File: src/rtl/seg_scan_driver.sv
// Multiplexed N-digit 7-segment driver with a sequential double-dabble
// binary-to-BCD converter, leading-zero blanking, decimal points and overflow dashes.
module seg_scan_driver #(
    parameter int DIGITS         = 4,
    parameter int BIN_W          = 14,
    parameter int SCAN_DIV       = 50000,
    parameter int SEG_ACTIVE_LOW = 0,
    parameter int DIG_ACTIVE_LOW = 0
) (
    input  logic              clk,
    input  logic              rst,
    input  logic              load_valid,
    output logic              load_ready,
    input  logic [BIN_W-1:0]  load_value,
    input  logic [DIGITS-1:0] dp_mask,
    input  logic              blank_lz,
    output logic              overflow,
    output logic [6:0]        seg,
    output logic              dp,
    output logic [DIGITS-1:0] dig_sel
);

    function automatic logic [63:0] pow10(input int n);
        logic [63:0] p;
        p = 64'd1;
        for (int k = 0; k < n; k++) begin
            p = p * 64'd10;
        end
        return p;
    endfunction

    localparam int          BCD_W     = 4 * DIGITS;
    localparam int          IDX_W     = (DIGITS > 1) ? $clog2(DIGITS) : 1;
    localparam int          CNT_W     = $clog2(SCAN_DIV);
    localparam int          STEP_W    = $clog2(BIN_W + 1);
    localparam logic [63:0] OVF_LIMIT = pow10(DIGITS);
    localparam logic [6:0]  SEG_INV   = (SEG_ACTIVE_LOW != 0) ? 7'h7F : 7'h00;
    localparam logic        DP_INV    = (SEG_ACTIVE_LOW != 0) ? 1'b1 : 1'b0;
    localparam logic [DIGITS-1:0] DIG_INV = (DIG_ACTIVE_LOW != 0) ? {DIGITS{1'b1}} : {DIGITS{1'b0}};

    function automatic logic [BCD_W-1:0] add3_nibbles(input logic [BCD_W-1:0] b);
        logic [BCD_W-1:0] r;
        logic [3:0]       nib;
        r = b;
        for (int k = 0; k < DIGITS; k++) begin
            nib = b[4*k +: 4];
            if (nib >= 4'd5) begin
                r[4*k +: 4] = nib + 4'd3;
            end else begin
                r[4*k +: 4] = nib;
            end
        end
        return r;
    endfunction

    function automatic logic [6:0] seg_encode(input logic [3:0] n);
        logic [6:0] s;
        case (n)
            4'd0:    s = 7'h3F;
            4'd1:    s = 7'h06;
            4'd2:    s = 7'h5B;
            4'd3:    s = 7'h4F;
            4'd4:    s = 7'h66;
            4'd5:    s = 7'h6D;
            4'd6:    s = 7'h7D;
            4'd7:    s = 7'h07;
            4'd8:    s = 7'h7F;
            4'd9:    s = 7'h6F;
            default: s = 7'h00;
        endcase
        return s;
    endfunction

    typedef enum logic [1:0] {
        ST_IDLE = 2'd0,
        ST_CONV = 2'd1,
        ST_DONE = 2'd2
    } state_t;

    state_t             state_r;
    logic               load_ready_r;
    logic [BIN_W-1:0]   bin_r;
    logic [BCD_W-1:0]   bcd_r;
    logic [STEP_W-1:0]  step_r;
    logic [DIGITS-1:0]  cap_dp_r;
    logic               cap_blank_r;
    logic               cap_ovf_r;
    logic [BCD_W-1:0]   disp_bcd_r;
    logic [DIGITS-1:0]  disp_dp_r;
    logic               disp_blank_r;
    logic               disp_ovf_r;

    logic [CNT_W-1:0]   cnt_r;
    logic [IDX_W-1:0]   idx_r;

    logic [BCD_W-1:0]   bcd_next_s;
    logic [DIGITS-1:0]  lead_zero_s;
    logic [DIGITS-1:0]  sel_s;
    logic [3:0]         nib_s;
    logic               blank_s;
    logic               dp_s;
    logic [6:0]         seg_s;

    logic [6:0]         seg_r;
    logic               dp_r;
    logic [DIGITS-1:0]  dig_sel_r;

    // One double-dabble step: adjust nibbles, then shift the next binary bit in.
    always_comb begin
        logic [BCD_W-1:0] adj;
        adj        = add3_nibbles(bcd_r);
        bcd_next_s = {adj[BCD_W-2:0], bin_r[BIN_W-1]};
    end

    // Load/convert/commit sequencer; display registers only change in DONE.
    always_ff @(posedge clk) begin
        if (rst) begin
            state_r      <= ST_IDLE;
            load_ready_r <= 1'b1;
            bin_r        <= '0;
            bcd_r        <= '0;
            step_r       <= '0;
            cap_dp_r     <= '0;
            cap_blank_r  <= 1'b0;
            cap_ovf_r    <= 1'b0;
            disp_bcd_r   <= '0;
            disp_dp_r    <= '0;
            disp_blank_r <= 1'b0;
            disp_ovf_r   <= 1'b0;
        end else begin
            case (state_r)
                ST_IDLE: begin
                    if (load_valid) begin
                        bin_r        <= load_value;
                        bcd_r        <= '0;
                        step_r       <= '0;
                        cap_dp_r     <= dp_mask;
                        cap_blank_r  <= blank_lz;
                        cap_ovf_r    <= (64'(load_value) >= OVF_LIMIT);
                        load_ready_r <= 1'b0;
                        state_r      <= ST_CONV;
                    end
                end
                ST_CONV: begin
                    bcd_r  <= bcd_next_s;
                    bin_r  <= bin_r << 1;
                    step_r <= step_r + STEP_W'(1);
                    if (step_r == STEP_W'(BIN_W - 1)) begin
                        state_r <= ST_DONE;
                    end
                end
                ST_DONE: begin
                    disp_bcd_r   <= bcd_r;
                    disp_dp_r    <= cap_dp_r;
                    disp_blank_r <= cap_blank_r;
                    disp_ovf_r   <= cap_ovf_r;
                    load_ready_r <= 1'b1;
                    state_r      <= ST_IDLE;
                end
                default: begin
                    load_ready_r <= 1'b1;
                    state_r      <= ST_IDLE;
                end
            endcase
        end
    end

    // Scan timer: dwell SCAN_DIV cycles per digit, index runs from the top digit down.
    always_ff @(posedge clk) begin
        if (rst) begin
            cnt_r <= '0;
            idx_r <= IDX_W'(DIGITS - 1);
        end else if (cnt_r == CNT_W'(SCAN_DIV - 1)) begin
            cnt_r <= '0;
            if (idx_r == IDX_W'(0)) begin
                idx_r <= IDX_W'(DIGITS - 1);
            end else begin
                idx_r <= idx_r - IDX_W'(1);
            end
        end else begin
            cnt_r <= cnt_r + CNT_W'(1);
        end
    end

    // Leading-zero map: bit i set when digits DIGITS-1..i are all zero.
    always_comb begin
        logic all_zero;
        all_zero    = 1'b1;
        lead_zero_s = '0;
        for (int i = DIGITS - 1; i >= 0; i--) begin
            all_zero       = all_zero & (disp_bcd_r[4*i +: 4] == 4'd0);
            lead_zero_s[i] = all_zero;
        end
    end

    // Select the scanned digit's nibble, blanking and decimal point.
    always_comb begin
        sel_s   = '0;
        nib_s   = 4'd0;
        blank_s = 1'b0;
        dp_s    = 1'b0;
        for (int i = 0; i < DIGITS; i++) begin
            if (idx_r == IDX_W'(i)) begin
                sel_s[i] = 1'b1;
                nib_s    = disp_bcd_r[4*i +: 4];
                blank_s  = disp_blank_r && (i > 0) && lead_zero_s[i];
                dp_s     = disp_dp_r[i];
            end else begin
                sel_s[i] = 1'b0;
            end
        end
    end

    // Overflow dashes take priority over blanking.
    always_comb begin
        seg_s = 7'h00;
        if (disp_ovf_r) begin
            seg_s = 7'h40;
        end else if (blank_s) begin
            seg_s = 7'h00;
        end else begin
            seg_s = seg_encode(nib_s);
        end
    end

    // Pin-facing output registers with polarity applied.
    always_ff @(posedge clk) begin
        if (rst) begin
            seg_r     <= SEG_INV;
            dp_r      <= DP_INV;
            dig_sel_r <= DIG_INV;
        end else begin
            seg_r     <= seg_s ^ SEG_INV;
            dp_r      <= dp_s ^ DP_INV;
            dig_sel_r <= sel_s ^ DIG_INV;
        end
    end

    assign load_ready = load_ready_r;
    assign overflow   = disp_ovf_r;
    assign seg        = seg_r;
    assign dp         = dp_r;
    assign dig_sel    = dig_sel_r;

endmodule
File: config.mk
export PLATFORM = sky130hd
export DESIGN_NAME = seg_scan_driver
export DESIGN_NICKNAME = d
export VERILOG_FILES = /design/src/rtl/seg_scan_driver.sv
export SDC_FILE = /design/constraint.sdc
export NUM_CORES = 1
export LEC_CHECK = 0
export CAP_MARGIN = 20
export CELL_PAD_IN_SITES_DETAIL_PLACEMENT = 0
export CELL_PAD_IN_SITES_GLOBAL_PLACEMENT = 1
export CORE_ASPECT_RATIO = 1.5
export CORE_MARGIN = 2
export CORE_UTILIZATION = 41
export CTS_BUF_LIST = sky130_fd_sc_hd__clkbuf_4
export DETAILED_ROUTE_END_ITERATION = 12
export GPL_TIMING_DRIVEN = 0
export PLACE_DENSITY_LB_ADDON = 0.1
export REMOVE_ABC_BUFFERS = 1
export SKIP_CTS_REPAIR_TIMING = 1
export SYNTH_ARGS = -nofsm -noshare
export SYNTH_HDL_FRONTEND = slang
export SYNTH_SLANG_ARGS = --single-unit
File: constraint.sdc
create_clock -name clk -period 2.05 [get_ports clk]
set_input_delay 0.615 -clock clk [delete_from_list [all_inputs] [get_ports clk]]
set_output_delay 0.615 -clock clk [all_outputs]
set_load 0.1 [all_outputs]
==> results.md <==
* Clk slew on worst S/H paths at 0.16 ns
* Antenna Nets Post-Route at 0
* CP Capture Type: flop
* DRC violations left at 0
* R2R Setup Slk at 0.02 ns
* Status: finished, final reports clean
* R2r startpoint: idx_r[1]
* PortBufs at 35
* Seq cells post-synth at 95
* Seq/Total Area, Yosys at 42.9%
* # nets final at 586
* Synth async-reset ratio at 0%
* Non-Filler Instances at 693
* CP Launch Point: idx_r[1]
* Power share of the clock group at 34.5%
* DP HPWL at 6740 microns
* Layout Utilization at 48.7%
* Final Instance Area at roughly 5100 sq um
* Cell Area, Synth at approximately 4400 sq um
* Site row count at between 40 and 50
* Core area at 10500 sq um
* DR pass1 iterations at 4
* Crit path time final at just over 2 ns
* Placed cell area at 4850 sq um
* Die Height at roughly 130 microns
* Root Buffer: clkbuf_4
* Die width at 88.9 microns
* Switching pwr at 953 uW
* Commonest register cell after synthesis: dfxtp_1
* Worst vdd ir at 0.297 mV
* IO Pins at 36
* Synth top area cells: dfxtp_1 43%, a21oi_1 6.2%, ha_1 5.9%
* Crit path launch type: flop
* Avg WL per Cell at 14.2 microns
* Max Fclk at 0.491 GHz
* Dpl cells at 666
* Critical-path cell list: clkinvlp_4, ha_4, nand3b_1, a221o_2, buf_4, mux2_4, a221oi_2
* Slew Limit Fails at 0
* WL final at 9860 microns
* Flip-flop and latch area at 1910 sq um
* Share of layout cells above drive strength 1 at 15.5%
* Clk sinks at 95
* Internal power at 2530 uW
* Share of the synthesized area in the top cell type at 42.9%
* Sw Share at 27.3%
* Crit Path Class: flop to flop
* Leak at 0.00193 uW
* Syn avg cell area at ~8.6 sq um
* Grt total ovfl at 0
* Antenna violations before repair at 1
* Commonest cells in the netlist: 95 x dfxtp_1, 61 x nand2_1, 55 x a21oi_1, 55 x nor2_1, 30 x inv_1
* Layout area overhead at 15.8%
* CP endpoint: seg[6]
* Clock skew at 0.0161 ns
* Kind of cell adding the most delay to the critical path: compound AO/OA/AOI/OAI gates
* GPL Wtd Cong at 0.805
* Pwr/cell area at 679 nW/um^2
* Ys Warns at 0
* Worst reg2reg path depth at 7
* Slowest stage cell, crit path: a221o_2
* Number of DRC markers in iteration 0 at approximately 150
* Htree depth at 3
* Final hold violation count at 0
* RSZ-0062 raised after global routing: yes
* Reg2reg end: seg[6]
* Hold_sp: bcd_r[13]
* First-pass GRT wire length at 16600 microns
* Die Area at 11700 sq um
* Num CTS Buffers at 9
* Req. time, crit path at between 2 and 2.5 ns
* Netlist cell types at 50
* Post-synth EDFFs at 0
* Via count at 3644
* Largest net degree at the start of global routing at 47
* Final setup fails at 0
* Worst-margin pin slew at 0.793 ns
* Area of the multi-input gates at between 2000 and 2500 sq um
* Cells after Synth at 514
* Clk buf depth at 2
* Top-count cell post-synth: dfxtp_1
* Vias/cell at 5.26
* Layout fillers at around 1000
* Total of max-cap violations at 0
* Synth area leader: dfxtp_1
* Max_slew headroom at a little under half
* Max FO, Critical Path at 7
* Crit path largest cell delay at ~0.43 ns
* CTS tree: yes
* Crit path depth at 7
* Clock latency on the worst-skew pair at 0.47 ns
* CP Buf/Inv Count at 2
* Total GRT Usage at 17.8%
* Ratio of final minimum period to clock period at 99.2%
* Gate power share at 9.5%
* Worst Path Arrival at 2.43 ns
* Part of the power in registers at 56.0%
* Hold WC Path Type: flop to flop
* Initial core utilization at 42.1%
* Vias in the first global route at 3598
## power by group through the flow
stage / logic, uW / clock network [uW] / registers [uW]
final: 331 / 1200 / 1950
after global routing: 368 / 1320 / 1960
after CTS: 343 / 1250 / 1950
after detailed placement: 341 / 0 / 1990
after global placement: 336 / 0 / 1990
after floorplan: 143 / 0 / 2050
## metrics by stage
| step | setup slack, ns | power (uW) | setup TNS (ns) | hold slack (ns) |
|---|---|---|---|---|
| floorplan | -0.00607 | 2190 | -0.00607 | 0.426 |
| global placement | -1.90 | 2330 | -119.94 | 0.441 |
| detailed placement | -1.01 | 2330 | -25.33 | 0.444 |
| CTS | -0.720 | 3540 | -17.10 | 0.464 |
| global route | -0.0815 | 3650 | -0.299 | 0.474 |
| finish | 0.0154 | 3490 | 0 | 0.454 |
## sequential cells by signal, summed over array words and instances, names as in the netlist
| register | count |
|---|---|
| cap_ovf_r | 1 |
| disp_bcd_r | 16 |
| cnt_r | 16 |
| step_r | 4 |
| disp_dp_r | 4 |
| disp_blank_r | 1 |
| cap_dp_r | 4 |
| dp | 1 |
| state_r | 2 |
| overflow | 1 |
| bcd_r | 16 |
| bin_r | 14 |
| load_ready | 1 |
| seg | 7 |
| dig_sel | 4 |
| cap_blank_r | 1 |
| idx_r | 2 |
## tightest hold or removal path: stages (launching register included)
cell,delay [ns]
dfxtp_1,0.34
nand2_1,0.05
a21oi_1,0.05
## metal layers
| layer | wire length (microns) | share of wire, % | GRT usage [%] | up-vias |
|---|---|---|---|---|
| met5 | 0 | 0 | 0 | - |
| met4 | 212 | 2.2 | 6.82 | 0 |
| met3 | 250 | 2.5 | 3.14 | 18 |
| met2 | 5050 | 51 | 30.6 | 57 |
| met1 | 4340 | 44 | 21.4 | 1721 |
| li1 | - | - | - | 1848 |
## area by class of cell
| type | count | share of cell area, % |
|---|---|---|
| clock buffer | 9 | 1.32 |
| clock inverter | 7 | 2.00 |
| tap | 144 | 3.51 |
| antenna | 1 | 0.0487 |
| sequential | 95 | 37.2 |
| multi-input combinational | 360 | 46.5 |
| timing repair buffer | 47 | 7.17 |
| inverter | 30 | 2.27 |
## cells by family (layout without fill, tap and decap cells)
family,after synthesis,count (layout),synth area share [%]
other cells,0,1,0
compound gates,125,125,19.1
fa+ha+maj,21,21,5.93
buf+inv,59,93,5.67
simple gates,182,182,19.6
xor+xnor,21,21,4.15
mux,11,11,2.65
flops,95,95,42.9
## how the worst min path moves through the flow
stage	end	slack, ns	cells past startpoint
CTS	disp_dp_r[0]	0.46	2
global route	disp_bcd_r[13]	0.47	2
floorplan	disp_blank_r	0.43	2
finish	disp_bcd_r[13]	0.45	2
global placement	disp_bcd_r[13]	0.44	2
detailed placement	disp_dp_r[0]	0.44	2
## placed cells by master (no fill, tap or decap), types with 3 or more instances in the layout
cell             synthesis  layout
o211ai_1                 3       3
o32ai_1                  4       4
a22oi_1                  5       5
ha_1                    21      15
xor2_1                   5       5
nor3b_1                  5       3
nand2b_1                12      12
nor4_1                   6       6
inv_1                   30      26
a211oi_1                 7       4
buf_4                    0       9
ha_4                     0       5
a21oi_1                 55      53
clkbuf_4                 0       9
mux2i_1                  8       8
nand2_1                 61      61
o21ai_0                  9       8
o22ai_1                  8       8
o221a_2                  9       9
inv_2                    0       3
nand3b_1                 3       3
o31ai_1                  3       3
nor3_1                   5       5
a22o_1                   5       5
clkdlybuf4s50_1          0      19
xnor2_1                 16      16
nand4_1                  5       5
dfxtp_1                 95      91
a32o_1                   3       3
clkbuf_2                 0      16
nor2b_1                  7       6
inv_6                    0       3
nand3_1                 10      10
a211oi_2                 0       3
nor2_1                  55      54
a21o_1                   3       3
No activity file was read; power rests on OpenSTA's default activity.
